`src/rtl/fetch_stage.sv`:
```
`default_nettype none
// ============================================================================
// Module   : fetch_stage
// Brief    : Instruction fetch stage: issues PCs to instruction memory and
//            queues returned instructions with their PC for decode.
// Revision : 1.0  initial release
// ============================================================================
module fetch_stage #(
    parameter int OPD_WIDTH  = 32,
    parameter int PC_WIDTH   = 12,
    parameter int FIFO_DEPTH = 2
) (
    input  logic                 clk,
    input  logic                 rst,
    input  logic [PC_WIDTH-1:0]  pc_in,
    input  logic                 pc_valid,
    output logic                 pc_ready,
    input  logic                 flush,
    output logic                 imem_req,
    output logic [PC_WIDTH-1:0]  imem_addr,
    input  logic                 imem_gnt,
    input  logic                 imem_rvalid,
    input  logic [OPD_WIDTH-1:0] imem_rdata,
    output logic                 instr_valid,
    output logic [OPD_WIDTH-1:0] instr,
    output logic [PC_WIDTH-1:0]  instr_pc,
    input  logic                 instr_ready,
    output logic                 protocol_err
);

    localparam int c_addr_w = $clog2(FIFO_DEPTH);
    localparam int c_cnt_w  = c_addr_w + 1;

    typedef enum logic [1:0] {
        S_IDLE  = 2'd0,
        S_REQ   = 2'd1,
        S_DRAIN = 2'd2
    } state_t;

    state_t                state_q, state_d;
    logic                  req_q, req_d;
    logic [PC_WIDTH-1:0]   addr_q, addr_d;
    logic [OPD_WIDTH-1:0]  q_data_q [FIFO_DEPTH];
    logic [OPD_WIDTH-1:0]  q_data_d [FIFO_DEPTH];
    logic [PC_WIDTH-1:0]   q_pc_q   [FIFO_DEPTH];
    logic [PC_WIDTH-1:0]   q_pc_d   [FIFO_DEPTH];
    logic [PC_WIDTH-1:0]   t_pc_q   [FIFO_DEPTH];
    logic [PC_WIDTH-1:0]   t_pc_d   [FIFO_DEPTH];
    logic [c_addr_w-1:0]   q_rd_q, q_rd_d, q_wr_q, q_wr_d;
    logic [c_addr_w-1:0]   t_rd_q, t_rd_d, t_wr_q, t_wr_d;
    logic [c_cnt_w-1:0]    q_cnt_q, q_cnt_d;
    logic [c_cnt_w-1:0]    outst_q, outst_d;
    logic [c_cnt_w-1:0]    discard_q, discard_d;
    logic                  perr_q, perr_d;

    logic                  w_gnt, w_rv_ok, w_stray, w_resp, w_drop;
    logic                  w_accept, w_pop;
    logic [c_cnt_w:0]      w_used, w_remain;

    // A response is legitimate only if some fetch (live or doomed) is owed.
    assign w_gnt    = (state_q == S_REQ) && imem_gnt;
    assign w_rv_ok  = imem_rvalid && ((outst_q != '0) || (discard_q != '0));
    assign w_stray  = imem_rvalid && !w_rv_ok;
    assign w_resp   = w_rv_ok && (discard_q == '0);
    assign w_drop   = w_rv_ok && (discard_q != '0);
    assign w_used   = {1'b0, q_cnt_q} + {1'b0, outst_q} + (c_cnt_w+1)'(req_q);
    assign w_remain = {1'b0, outst_q} + {1'b0, discard_q}
                    + (c_cnt_w+1)'(w_gnt) - (c_cnt_w+1)'(w_rv_ok);

    assign pc_ready = !rst && (state_q == S_IDLE) && !flush
                    && (w_used < (c_cnt_w+1)'(FIFO_DEPTH));
    assign w_accept = pc_valid && pc_ready;
    assign w_pop    = (q_cnt_q != '0) && instr_ready;

    assign imem_req     = req_q;
    assign imem_addr    = addr_q;
    assign instr_valid  = (q_cnt_q != '0);
    assign instr        = q_data_q[q_rd_q];
    assign instr_pc     = q_pc_q[q_rd_q];
    assign protocol_err = perr_q;

    always_comb begin
        state_d   = state_q;
        req_d     = req_q;
        addr_d    = addr_q;
        q_data_d  = q_data_q;
        q_pc_d    = q_pc_q;
        t_pc_d    = t_pc_q;
        q_rd_d    = q_rd_q;
        q_wr_d    = q_wr_q;
        q_cnt_d   = q_cnt_q;
        t_rd_d    = t_rd_q;
        t_wr_d    = t_wr_q;
        outst_d   = outst_q;
        discard_d = discard_q;
        perr_d    = perr_q | w_stray;

        if (flush) begin
            // Everything owed by memory becomes a response to throw away.
            q_rd_d    = '0;
            q_wr_d    = '0;
            q_cnt_d   = '0;
            t_rd_d    = '0;
            t_wr_d    = '0;
            outst_d   = '0;
            req_d     = 1'b0;
            discard_d = w_remain[c_cnt_w-1:0];
            state_d   = (w_remain != '0) ? S_DRAIN : S_IDLE;
        end else begin
            if (w_pop) begin
                q_rd_d = q_rd_q + c_addr_w'(1);
            end
            if (w_resp) begin
                q_data_d[q_wr_q] = imem_rdata;
                q_pc_d[q_wr_q]   = t_pc_q[t_rd_q];
                q_wr_d           = q_wr_q + c_addr_w'(1);
                t_rd_d           = t_rd_q + c_addr_w'(1);
            end
            if (w_drop) begin
                discard_d = discard_q - c_cnt_w'(1);
            end
            q_cnt_d = q_cnt_q + c_cnt_w'(w_resp) - c_cnt_w'(w_pop);
            outst_d = outst_q + c_cnt_w'(w_gnt) - c_cnt_w'(w_resp);

            unique case (state_q)
                S_IDLE: begin
                    if (w_accept) begin
                        req_d          = 1'b1;
                        addr_d         = pc_in;
                        t_pc_d[t_wr_q] = pc_in;
                        t_wr_d         = t_wr_q + c_addr_w'(1);
                        state_d        = S_REQ;
                    end
                end
                S_REQ: begin
                    if (imem_gnt) begin
                        req_d   = 1'b0;
                        state_d = S_IDLE;
                    end
                end
                S_DRAIN: begin
                    if (discard_d == '0) begin
                        state_d = S_IDLE;
                    end
                end
                default: state_d = S_IDLE;
            endcase
        end
    end

    always_ff @(posedge clk) begin
        if (rst) begin
            state_q   <= S_IDLE;
            req_q     <= 1'b0;
            addr_q    <= '0;
            q_data_q  <= '{default: '0};
            q_pc_q    <= '{default: '0};
            t_pc_q    <= '{default: '0};
            q_rd_q    <= '0;
            q_wr_q    <= '0;
            q_cnt_q   <= '0;
            t_rd_q    <= '0;
            t_wr_q    <= '0;
            outst_q   <= '0;
            discard_q <= '0;
            perr_q    <= 1'b0;
        end else begin
            state_q   <= state_d;
            req_q     <= req_d;
            addr_q    <= addr_d;
            q_data_q  <= q_data_d;
            q_pc_q    <= q_pc_d;
            t_pc_q    <= t_pc_d;
            q_rd_q    <= q_rd_d;
            q_wr_q    <= q_wr_d;
            q_cnt_q   <= q_cnt_d;
            t_rd_q    <= t_rd_d;
            t_wr_q    <= t_wr_d;
            outst_q   <= outst_d;
            discard_q <= discard_d;
            perr_q    <= perr_d;
        end
    end

endmodule
`default_nettype wire

```
`config.mk`:
```
export PLATFORM = sky130hd
export DESIGN_NAME = fetch_stage
export DESIGN_NICKNAME = d
export VERILOG_FILES = /design/src/rtl/fetch_stage.sv
export SDC_FILE = /design/constraint.sdc
export NUM_CORES = 1
export LEC_CHECK = 0
export CAP_MARGIN = 20
export CORE_MARGIN = 1.5
export CORE_UTILIZATION = 50
export CTS_BUF_LIST = sky130_fd_sc_hd__clkbuf_4
export CTS_CLUSTER_DIAMETER = 60
export DETAILED_ROUTE_END_ITERATION = 10
export PLACE_DENSITY = 0.84
export SETUP_SLACK_MARGIN = 0.5
export SLEW_MARGIN = 5
export SYNTH_ARGS = -nofsm -noshare
export SYNTH_HDL_FRONTEND = slang
export SYNTH_SLANG_ARGS = --single-unit
```
`constraint.sdc`:
```
create_clock -name clk -period 6.6 [get_ports clk]
set_input_delay 0.66 -clock clk [delete_from_list [all_inputs] [get_ports clk]]
set_output_delay 0.66 -clock clk [all_outputs]
set_load 0.02 [all_outputs]
```
==> impl_results.md, run 1 <==
- Skew-Pair Late Insertion Delay: 0.54 ns
- Synthesized net count: 724
- Lkg Pwr: approximately 3 nW
- Fin. Hold Viols: 0
- Setup TNS: 0 ns
- Via count: 5069
- Antenna violations before repair: 0
- WL final: 14500 um
- Warnings, synthesis: 0
- Rows: 40
- Worst Tran Pin Value: around 1.0 ns
- Cell variety after synth: 45
- Max-slew violation count: 0
- Fill count: 986
- Worst r2r path cells: 10
- Synth top area share: 0.442
- Root buf cell: clkbuf_4
- Ports: 111
- Avg Inst Size Synth: 9.44 um^2
- Top cell type by total area after synthesis: dfxtp_1
- Max-Cap Viols: 0
- Main flop type after synthesis: dfxtp_1
- Vias per std cell: 5.49
- Crit share post-route: 0.549
- Port-buffer cells: 110
- Nets: 804
- Synth async-reset ratio: 0
- P&R area growth vs syn: 22.4%
- Startpoint types: register
- CP endpoint kind: output port
- Die height: 115 um
- Max IR drop VDD: approximately 0.13 mV
- Routability Congestion: between 0.8 and 0.9
- Number of global-route vias before repair: 5027
- Number of H-tree levels: 4
- Drt wl/cell: approximately 16 um
- Setup crit start: outst_q[0]$_SDFF_PP0_
- Largest net degree at the start of global routing: 109
- Sequential area share after synthesis: 0.442
- End point of the critical path: pc_ready
- CORE AREA: 12100 um^2
- Total gr overflow: 0
- P per Cell Area: 201 nW/um^2
- DPL Wire Length: 9310 um
- TritonRoute pass-1 iters: 5
- DR DRC count: 0
- Chip Width: 115 um
- CTS tree: yes
- Post-CTS setup buffers: 0
- Status: finished, final reports clean
- Worst Path Required: 5.94 ns
- Clock sink count: 138
- ANT cells: 0
- CP arrival: 2.96 ns
- Final setup vio count: 0
- Seq cells post-synth: approximately 140
- Die area: 13200 um^2
- Top cells by area, synth: dfxtp_1 44%, mux2i_1 14%, mux2_2 7.9%
- Most common cell in the netlist: dfxtp_1
- R2R Setup Slk: about 4 ns
- CTS max path bufs: 2
- Num CTS Buffers: 17
- Layout cells sized above 1: 0.143
- DR iter-0 viols: 311
- Pwr Total: 1.54 mW
- Top cells by count, synth: 138 x dfxtp_1, 110 x nand2_1, 89 x mux2i_1
- Max FO, Critical Path: 39
- RSZ-0062 raised after global routing: no
- Initial core utilization: 0.516
- Clock slew at reported path FFs: 0.11 ns
- Number of hold buffers added after cts: 0
- Setup CP Type: reg -> out
- Post-cts resize count: 0
- Min Tclk post-route: 3.62 ns
- Reg2reg end: state_q[1]$_SDFFE_PP0P_
- Mapped cell area: roughly 6200 um^2
- Number of flops mapped to enable cells by yosys: 0
- Final clock skew: 0.0180 ns
- Tot GR Track Use: 0.222
- First-pass GRT wire length: 23400 um
- Post-Syn Instances: 662
- HP Class: reg -> reg
- Slew headroom: 0.319
- RR Startpoint: discard_q[0]$_SDFF_PP0_
- Max frequency: about 280 MHz
- Antenna Nets Post-Route: 0
==> routing by layer <==
metal,track usage,up-vias,wire length (um)
li1,-,2467,-
met1,0.271,2426,6250
met2,0.387,158,7190
met3,0.0496,18,856
met4,0.0790,0,216
met5,0,-,0
==> layout by cell type, fill, tap and decap left out, drive strengths merged, types with 2 or more instances in the layout <==
| cell type | count |
|---|---|
| nand3 | 25 |
| inv | 14 |
| or2 | 14 |
| a211oi | 13 |
| clkinvlp | 4 |
| nand3b | 2 |
| clkdlybuf4s50 | 109 |
| clkbuf | 17 |
| buf | 9 |
| o21ai | 38 |
| nand4bb | 2 |
| mux2 | 44 |
| nand4 | 12 |
| a21oi | 51 |
| fa | 3 |
| clkinv | 8 |
| mux2i | 89 |
| xnor2 | 8 |
| nor2 | 10 |
| nand2 | 110 |
| bufinv | 2 |
| o211a | 2 |
| nand2b | 3 |
| ha | 8 |
| dfxtp | 138 |
| and2 | 2 |
==> critical path, cell delays in order (launching register included) <==
cell	delay (ns)
dfxtp_1	0.44
ha_1	0.27
a21oi_1	0.18
fa_1	0.45
nand4bb_1	0.12
buf_4	0.34
nor2_1	0.08
clkdlybuf4s50_1	0.54
==> stage by stage <==
step                      hold WS (ns)  worst slack [ns]  cells  utilization  cell area (um^2)
final                            0.464              2.98    923        0.632              7650
after CTS                        0.465              2.95    921        0.629              7620
after detailed placement         0.448              3.30    889        0.606              7340
after floorplan                  0.432              3.99    662            -              6250
after global placement           0.439              3.35    889        0.606              7340
after global routing             0.470              2.81    923        0.632              7650
==> registers in the layout, indices dropped and copies added, names as in the netlist <==
register	count
q_cnt_q	2
imem_addr	12
outst_q	2
imem_req	1
t_rd_q	1
t_wr_q	1
q_pc_q	24
protocol_err	1
q_rd_q	1
q_wr_q	1
q_data_q	64
t_pc_q	24
state_q	2
discard_q	2
==> worst min-delay path by stage <==
stage                               from                        end  slack (ns)  depth (start not counted)
6_report       q_data_q[60]$_SDFFE_PP0P_  q_data_q[60]$_SDFFE_PP0P_        0.46                          2
3_5_place_dp   q_data_q[48]$_SDFFE_PP0P_  q_data_q[48]$_SDFFE_PP0P_        0.45                          2
5_1_grt        q_data_q[60]$_SDFFE_PP0P_  q_data_q[60]$_SDFFE_PP0P_        0.47                          2
2_1_floorplan  q_data_q[32]$_SDFFE_PP0P_  q_data_q[32]$_SDFFE_PP0P_        0.43                          2
3_3_place_gp   q_data_q[46]$_SDFFE_PP0P_  q_data_q[46]$_SDFFE_PP0P_        0.44                          2
4_1_cts        q_data_q[60]$_SDFFE_PP0P_  q_data_q[60]$_SDFFE_PP0P_        0.47                          2
==> cell families (layout without fill, tap and decap cells) <==
kind of cell	after synthesis	count (layout)	synth area share
and+or+nand+nor	190	190	0.145
DFF	138	138	0.442
muxes	133	133	0.222
AOI/OAI and AO/OA	111	111	0.101
buffers and inverters	70	163	0.0525
adders and majority gates	11	11	0.0256
xor gates and xnor gates	9	9	0.0126
==> report_power, final <==
group          leakage, nW  internal [mW]  switching, mW
Sequential            1.11          0.842        0.00666
Combinational         1.69         0.0644         0.0847
Clock                0.139          0.223          0.315
Total                 2.94           1.13          0.407
==> cell type report <==
| cell class | instances | area (um^2) | area share |
|---|---|---|---|
| clock buffers | 17 | 128 | 0.0167 |
| clock inverters | 15 | 151 | 0.0198 |
| inverters | 13 | 48.8 | 0.00638 |
| multi-input cells | 454 | 3180 | 0.416 |
| flip-flops and latches | 138 | 2760 | 0.361 |
| well taps | 168 | 210 | 0.0275 |
| repair buffers | 118 | 1170 | 0.153 |
Note: power is estimated with default switching activity, not from simulation.
==> run 2: changes to the inputs <==
--- a/config.mk
+++ b/config.mk
@@ -7,11 +7,11 @@
 export LEC_CHECK = 0
 export CAP_MARGIN = 20
 export CORE_MARGIN = 1.5
-export CORE_UTILIZATION = 50
+export CORE_UTILIZATION = 49
 export CTS_BUF_LIST = sky130_fd_sc_hd__clkbuf_4
 export CTS_CLUSTER_DIAMETER = 60
 export DETAILED_ROUTE_END_ITERATION = 10
-export PLACE_DENSITY = 0.84
+export PLACE_DENSITY = 0.86
 export SETUP_SLACK_MARGIN = 0.5
 export SLEW_MARGIN = 5
 export SYNTH_ARGS = -nofsm -noshare
==> constraint.sdc (replaced) <==
create_clock -name clk -period 3.1 [get_ports clk]
set_input_delay 0.31 -clock clk [delete_from_list [all_inputs] [get_ports clk]]
set_output_delay 0.31 -clock clk [all_outputs]
set_load 0.02 [all_outputs]
==> run 2 against run 1 <==
  * Register-to-register slack lost 3.4 ns
  * Critical path depth increased by 3
  * Largest power group unchanged
  * Cell area up 0.83%
  * Worst setup slack worse by 2.4 ns
  * Total power increased by 110%
  * Utilization is 1.5 points lower
  * Clock power is 120% higher
  * Clock skew increased by 0.00080 ns
  * Combinational power rose by 120%
  * Critical endpoint is now state_q[1]$_SDFFE_PP0P_
  * Wire length hardly changed
  * Die area up 2.0%
  * Largest cell class unchanged
  * Sequential power up 110%
==> impl_results.md, run 2 (same netlist as run 1, synthesis figures left out) <==
- Largest regs: q_data_q x64, q_pc_q x24, t_pc_q x24
- Min Tclk post-route: 2.51 ns
- CTS max path bufs: 2 (unchanged)
- Largest net degree at the start of global routing: 72 (-34%)
- CP endpoint kind: register
- Root buf cell: clkbuf_4
- RSZ-0062 raised after global routing: yes
- Clock slew at reported path FFs: 0.12 ns (about the same)
- Pwr Total: 3.30 mW (+110%)
- Initial core utilization: 0.499 (-0.0167)
- Max-Cap Viols: 0 (unchanged)
- Placed Cells: 897 (+0.90%)
- Nets: 806 (+0.25%)
- Max IR drop VDD: 0.263 mV (+99%)
- First-pass GRT wire length: 23700 um (+1.4%)
- Startpoint types: register
- CORE AREA: 12500 um^2 (+3.3%)
- Final instance area: 7710 um^2 (+0.83%)
- Clock sink count: 138 (unchanged)
- Number of global-route vias before repair: 5074 (+0.93%)
- Lkg Pwr: 2.97 nW (+0.90%)
- Top reg by flops: q_data_q
- Via count: 5003 (-1.3%)
- Rows: 41 (+2.5%)
- Final clock skew: 0.0188 ns (+0.000803 ns)
- Antenna violations before repair: 0 (unchanged)
- Layout cells sized above 1: 0.152 (+0.00887)
- Final setup vio count: 0 (unchanged)
- ANT cells: 0 (unchanged)
- Fin. Hold Viols: 0 (unchanged)
- DR DRC count: 0 (unchanged)
- CP arrival: 2.91 ns (-0.05 ns)
- Chip Width: 116 um (+0.99%)
- Antenna Nets Post-Route: 0 (unchanged)
- DR iter-0 viols: 330 (+6.1%)
- Worst Tran Pin Value: 0.982 ns (-0.0393 ns)
- Max FO, Critical Path: 5 (-87%)
- Multi-input gate area: 3190 um^2 (+0.39%)
- DPL Wire Length: 9620 um (+3.4%)
- Placed cell area: 7410 um^2 (+0.99%)
- Routability Congestion: 0.815 (-2.9%)
- Slew headroom: 0.343 (+0.0238)
- Number of H-tree levels: 4 (unchanged)
- Max-slew violation count: 0 (unchanged)
- Total gr overflow: 0 (unchanged)
- Worst Path Required: 3.50 ns (-2.44 ns)
- WL final: 14500 um (about the same)
- Die area: 13400 um^2 (+2.0%)
- Largest register FFs: 64 (unchanged)
- HP Class: in -> reg
- Commonest cells after routing, fill and taps aside: 135 x dfxtp_1, 110 x nand2_1, 108 x clkdlybuf4s50_1
- CTS tree: yes
- Fill count: 1086 (+10%)
- Tot GR Track Use: 0.222 (-0.000293)
- Die height: 116 um (+0.99%)
- Num CTS Buffers: 17 (unchanged)
- Vias per std cell: 5.39 (-1.9%)
- Register area: 2770 um^2 (+0.18%)
- Skew-Pair Late Insertion Delay: 0.52 ns (-0.02 ns)
- Final cell count without fillers: 929 (+0.65%)
- Setup TNS: 0 ns (unchanged)
- R2R Setup Slk: 0.59 ns (-3.41 ns)
- TritonRoute pass-1 iters: 4 (-1)
- Port-buffer cells: 110 (unchanged)
- P per Cell Area: 427 nW/um^2 (+110%)
- Setup CP Type: reg -> reg
- Status: finished, final reports clean
- P&R area growth vs syn: 23.4%
- Max frequency: 399 MHz
- Ports: 111 (unchanged)
- Drt wl/cell: 15.6 um (-0.68%)
- Crit share post-route: 0.809
- Commonest non-fill, non-tap cell in the layout: dfxtp_1
## run 2: changes by cell type in the layout (fill, tap and decap cells not counted), sizes merged
cell | before | now
buf | 9 | 12
clkinv | 8 | 6
clkbuf | 17 | 18
clkdlybuf4s50 | 109 | 108
inv | 14 | 15
## run 2: path summary, 6_finish.rpt
path	cells past startpoint	end	start
max	10	state_q[1]$_SDFFE_PP0P_	discard_q[0]$_SDFF_PP0_
min	2	state_q[0]$_SDFFE_PP0P_	rst
max reg2reg	10	state_q[1]$_SDFFE_PP0P_	discard_q[0]$_SDFF_PP0_
min reg2reg	2	q_data_q[45]$_SDFFE_PP0P_	q_data_q[45]$_SDFFE_PP0P_
## run 2: critical path: stages (launching register included)
cell and delay (ns):
dfxtp_2 0.36, inv_1 0.11, ha_4 0.20, a21boi_1 0.16
ha_1 0.27, fa_1 0.36, inv_1 0.08, fa_1 0.43
nand2b_1 0.15, o21ai_0 0.16, a221oi_1 0.11
## run 2: metal layers
| layer | global-route usage | up-vias | wire, um |
|---|---|---|---|
| li1 | - | 2453 | - |
| met1 | 0.272 | 2382 | 6430 |
| met2 | 0.388 | 153 | 7140 |
| met3 | 0.0471 | 15 | 770 |
| met4 | 0.0732 | 0 | 162 |
| met5 | 0 | - | 0 |
## run 2: area by class of cell
cell class,count,area share
Clock buffer,18,0.0175
Clock inverter,14,0.0191
Sequential cell,138,0.359
Tap cell,172,0.0279
Multi-Input combinational cell,454,0.414
Inverter,13,0.00633
Timing Repair Buffer,120,0.156
## run 2: power by group
group	internal, mW	total (mW)	switching, mW
clock	0.489	1.16	0.671
combinational	0.145	0.330	0.186
sequential	1.79	1.81	0.0143
total	2.43	3.30	0.871
## run 2: through the flow
step / utilization / setup slack [ns] / hold slack (ns)
after floorplan: - / 0.734 / 0.432
final: 0.616 / 0.593 / 0.0915
after global routing: 0.616 / 0.478 / 0.0582
after detailed placement: 0.592 / 0.260 / 0.444
after global placement: 0.592 / 0.385 / 0.439
after CTS: 0.615 / 0.552 / 0.0335
## run 2: repair_timing
action	4_1_cts	5_1_grt
setup buffers	0	0
gates resized for setup	8	3
hold buffers	0	0
setup endpoints to repair	5	2
==> run 3: changes to the inputs <==
==> constraint.sdc (replaced) <==
create_clock -name clk -period 2 [get_ports clk]
set_input_delay 0.2 -clock clk [delete_from_list [all_inputs] [get_ports clk]]
set_output_delay 0.2 -clock clk [all_outputs]
set_load 0.02 [all_outputs]
==> run 3 against run 2 <==
  * Non-clock buffer count up 105
  * First-iteration DRC count up 33%
  * Critical path depth down 4
  * Flip-flop and latch count unchanged
  * Global-route usage up 8.7 points
  * Wire length up 52%
  * The flow now finishes with violations (negative setup slack)
  * Combinational power rose to 2.8 times the previous value
==> impl_results.md, run 3 (same netlist as run 1, synthesis figures left out) <==
- Status: finished with violations
- Failing checks: negative setup slack
- Worst path cell trace: ha_4 > a21oi_4 > fa_2 > nand4bb_4 > nor2_4 > buf_6
- Slew headroom: 0.642 (+0.299)
- Final core occ: 0.798 (+0.182)
- CP max-delay cell: fa_2
- Via count: 5961 (+19%)
- First-pass GRT wire length: 31400 um (+32%)
- Nets: 911 (+13%)
- CTS max path bufs: 2 (unchanged)
- Commonest cells after routing, fill and taps aside: 132 x dfxtp_1, 110 x nand2_1, 82 x mux2i_1, 82 x buf_6, 49 x clkdlybuf4s50_1
- Max FO, Critical Path: 2 (-3)
- Number of hold buffers added after cts: 0 (unchanged)
- Port-buffer cells: 110 (unchanged)
- CP endpoint kind: output port
- Pwr Total: 5.65 mW (+71%)
- HP Class: in -> reg
- Min Tclk post-route: 2.38 ns
- DR iter-0 viols: 439 (+33%)
- Vias per std cell: 5.76 (+7.0%)
- Ports: 111 (unchanged)
- Largest regs: q_data_q x64, q_pc_q x24, t_pc_q x24
- P&R area growth vs syn: 59.9%
- Root buf cell: clkbuf_4
- Setup CP Type: reg -> out
- Die area: 13400 um^2 (unchanged)
- Fill count: 728 (-33%)
- Final setup vio count: 63 (+63)
- Routability Congestion: 0.847 (+4.0%)
- Fin. Hold Viols: 0 (unchanged)
- CP arrival: 2.18 ns (-0.73 ns)
- Rows: 41 (unchanged)
- Worst Tran Pin Value: 0.537 ns (-0.445 ns)
- Drt wl/cell: 21.3 um (+37%)
- Tot GR Track Use: 0.309 (+0.0868)
- Crit share post-route: 1.19
- DPL Wire Length: 10100 um (+4.8%)
- Final clock skew: 0.0267 ns (+0.00786 ns)
- P per Cell Area: 565 nW/um^2 (+32%)
- Skew-Pair Late Insertion Delay: 0.58 ns (+0.06 ns)
- Critical path's top delay family: adder cells
- DR DRC count: 0 (unchanged)
- Startpoint types: register
- Antenna violations before repair: 1 (+1)
- Clock slew at reported path FFs: 0.12 ns (about the same)
- WL final: 22100 um (+52%)
- TritonRoute pass-1 iters: 5 (+1)
- Clock sink count: 138 (unchanged)
- RSZ-0062 raised after global routing: yes
- Chip Width: 116 um (unchanged)
- Lkg Pwr: 4.03 nW (+36%)
- Commonest non-fill, non-tap cell in the layout: dfxtp_1
- Max-Cap Viols: 0 (unchanged)
- Worst Path Required: 1.80 ns (-1.70 ns)
- Number of H-tree levels: 4 (unchanged)
- Largest net degree at the start of global routing: 67 (-6.9%)
- Setup WS post-layout: -0.376 ns (-0.969 ns)
- Layout cells sized above 1: 0.394 (+0.242)
- Antenna Nets Post-Route: 0 (unchanged)
- Worst hold slack: 0.135 ns (+0.0440 ns)
- Total gr overflow: 0 (unchanged)
- Max IR drop VDD: 0.419 mV (+59%)
- Number of global-route vias before repair: 6042 (+19%)
- CORE AREA: 12500 um^2 (unchanged)
- Largest register FFs: 64 (unchanged)
- CTS tree: yes
- Top reg by flops: q_data_q
- Max frequency: 421 MHz
- Initial core utilization: 0.499 (unchanged)
- Die height: 116 um (unchanged)
- Max incr delay on CP: 0.57 ns (+0.14 ns)
- Num CTS Buffers: 17 (unchanged)
- WP buf/inv: 1 (-1)
- Max-slew violation count: 0 (unchanged)
-- run 3: final timing paths --
| path | start | end | slack [ns] | cells after the start |
|---|---|---|---|---|
| max | q_cnt_q[0]$_SDFF_PP0_ | pc_ready | -0.38 | 6 |
| min | rst | q_cnt_q[1]$_SDFF_PP0_ | 0.14 | 4 |
| max reg2reg | q_cnt_q[0]$_SDFF_PP0_ | t_pc_q[0]$_SDFFE_PP0P_ | -0.36 | 10 |
| min reg2reg | q_data_q[62]$_SDFFE_PP0P_ | q_data_q[62]$_SDFFE_PP0P_ | 0.47 | 2 |
-- run 3: worst register-to-register path, delay by kind of cell, from the launching register on --
family,cells,cell delay (ns)
fa+ha+maj,2,0.84
buf+inv,4,0.51
flops,1,0.36
simple gates,2,0.35
compound gates,2,0.23
-- run 3: routing by layer --
metal  share of wire  track usage  wire length (um)
met3           0.071       0.0743              1560
met1            0.38        0.346              8340
met5               0            0                 0
met2            0.51        0.548             11200
met4           0.042        0.151               936
-- run 3: power breakdown --
part	switching [mW]	internal [mW]	leakage, nW
registers	0.0197	2.78	1.12
logic	0.435	0.478	2.76
clock network	1.08	0.862	0.153
-- run 3: per-stage QoR --
step | cells | worst slack, ns | setup TNS [ns] | area, um^2
after detailed placement | 922 | -0.471 | -6.02 | 7710
final | 1034 | -0.376 | -13.90 | 9990
after global placement | 922 | -0.408 | -3.28 | 7710
after CTS | 1010 | -0.396 | -11.08 | 9250
after global routing | 1034 | -0.460 | -18.45 | 9990
after floorplan | 662 | -0.174 | -0.425 | 6370
-- run 3: cell type report --
cell class / instances / area [um^2] / share of cell area
antenna: 1 / 2.50 / 0.000250
clock buffer: 18 / 135 / 0.0135
clock inverter: 13 / 154 / 0.0154
inverter: 13 / 51.3 / 0.00513
multi-input combinational: 454 / 3770 / 0.378
sequential: 138 / 2770 / 0.277
tap: 172 / 215 / 0.0215
timing repair buffer: 225 / 2890 / 0.289
-- run 3: repair_timing --
item                       4_1_cts  5_1_grt
gates cloned                    18        8
setup endpoints to repair      194      193
buffers inserted                39       15
pin swaps                       30        6
gates resized for setup        389      101
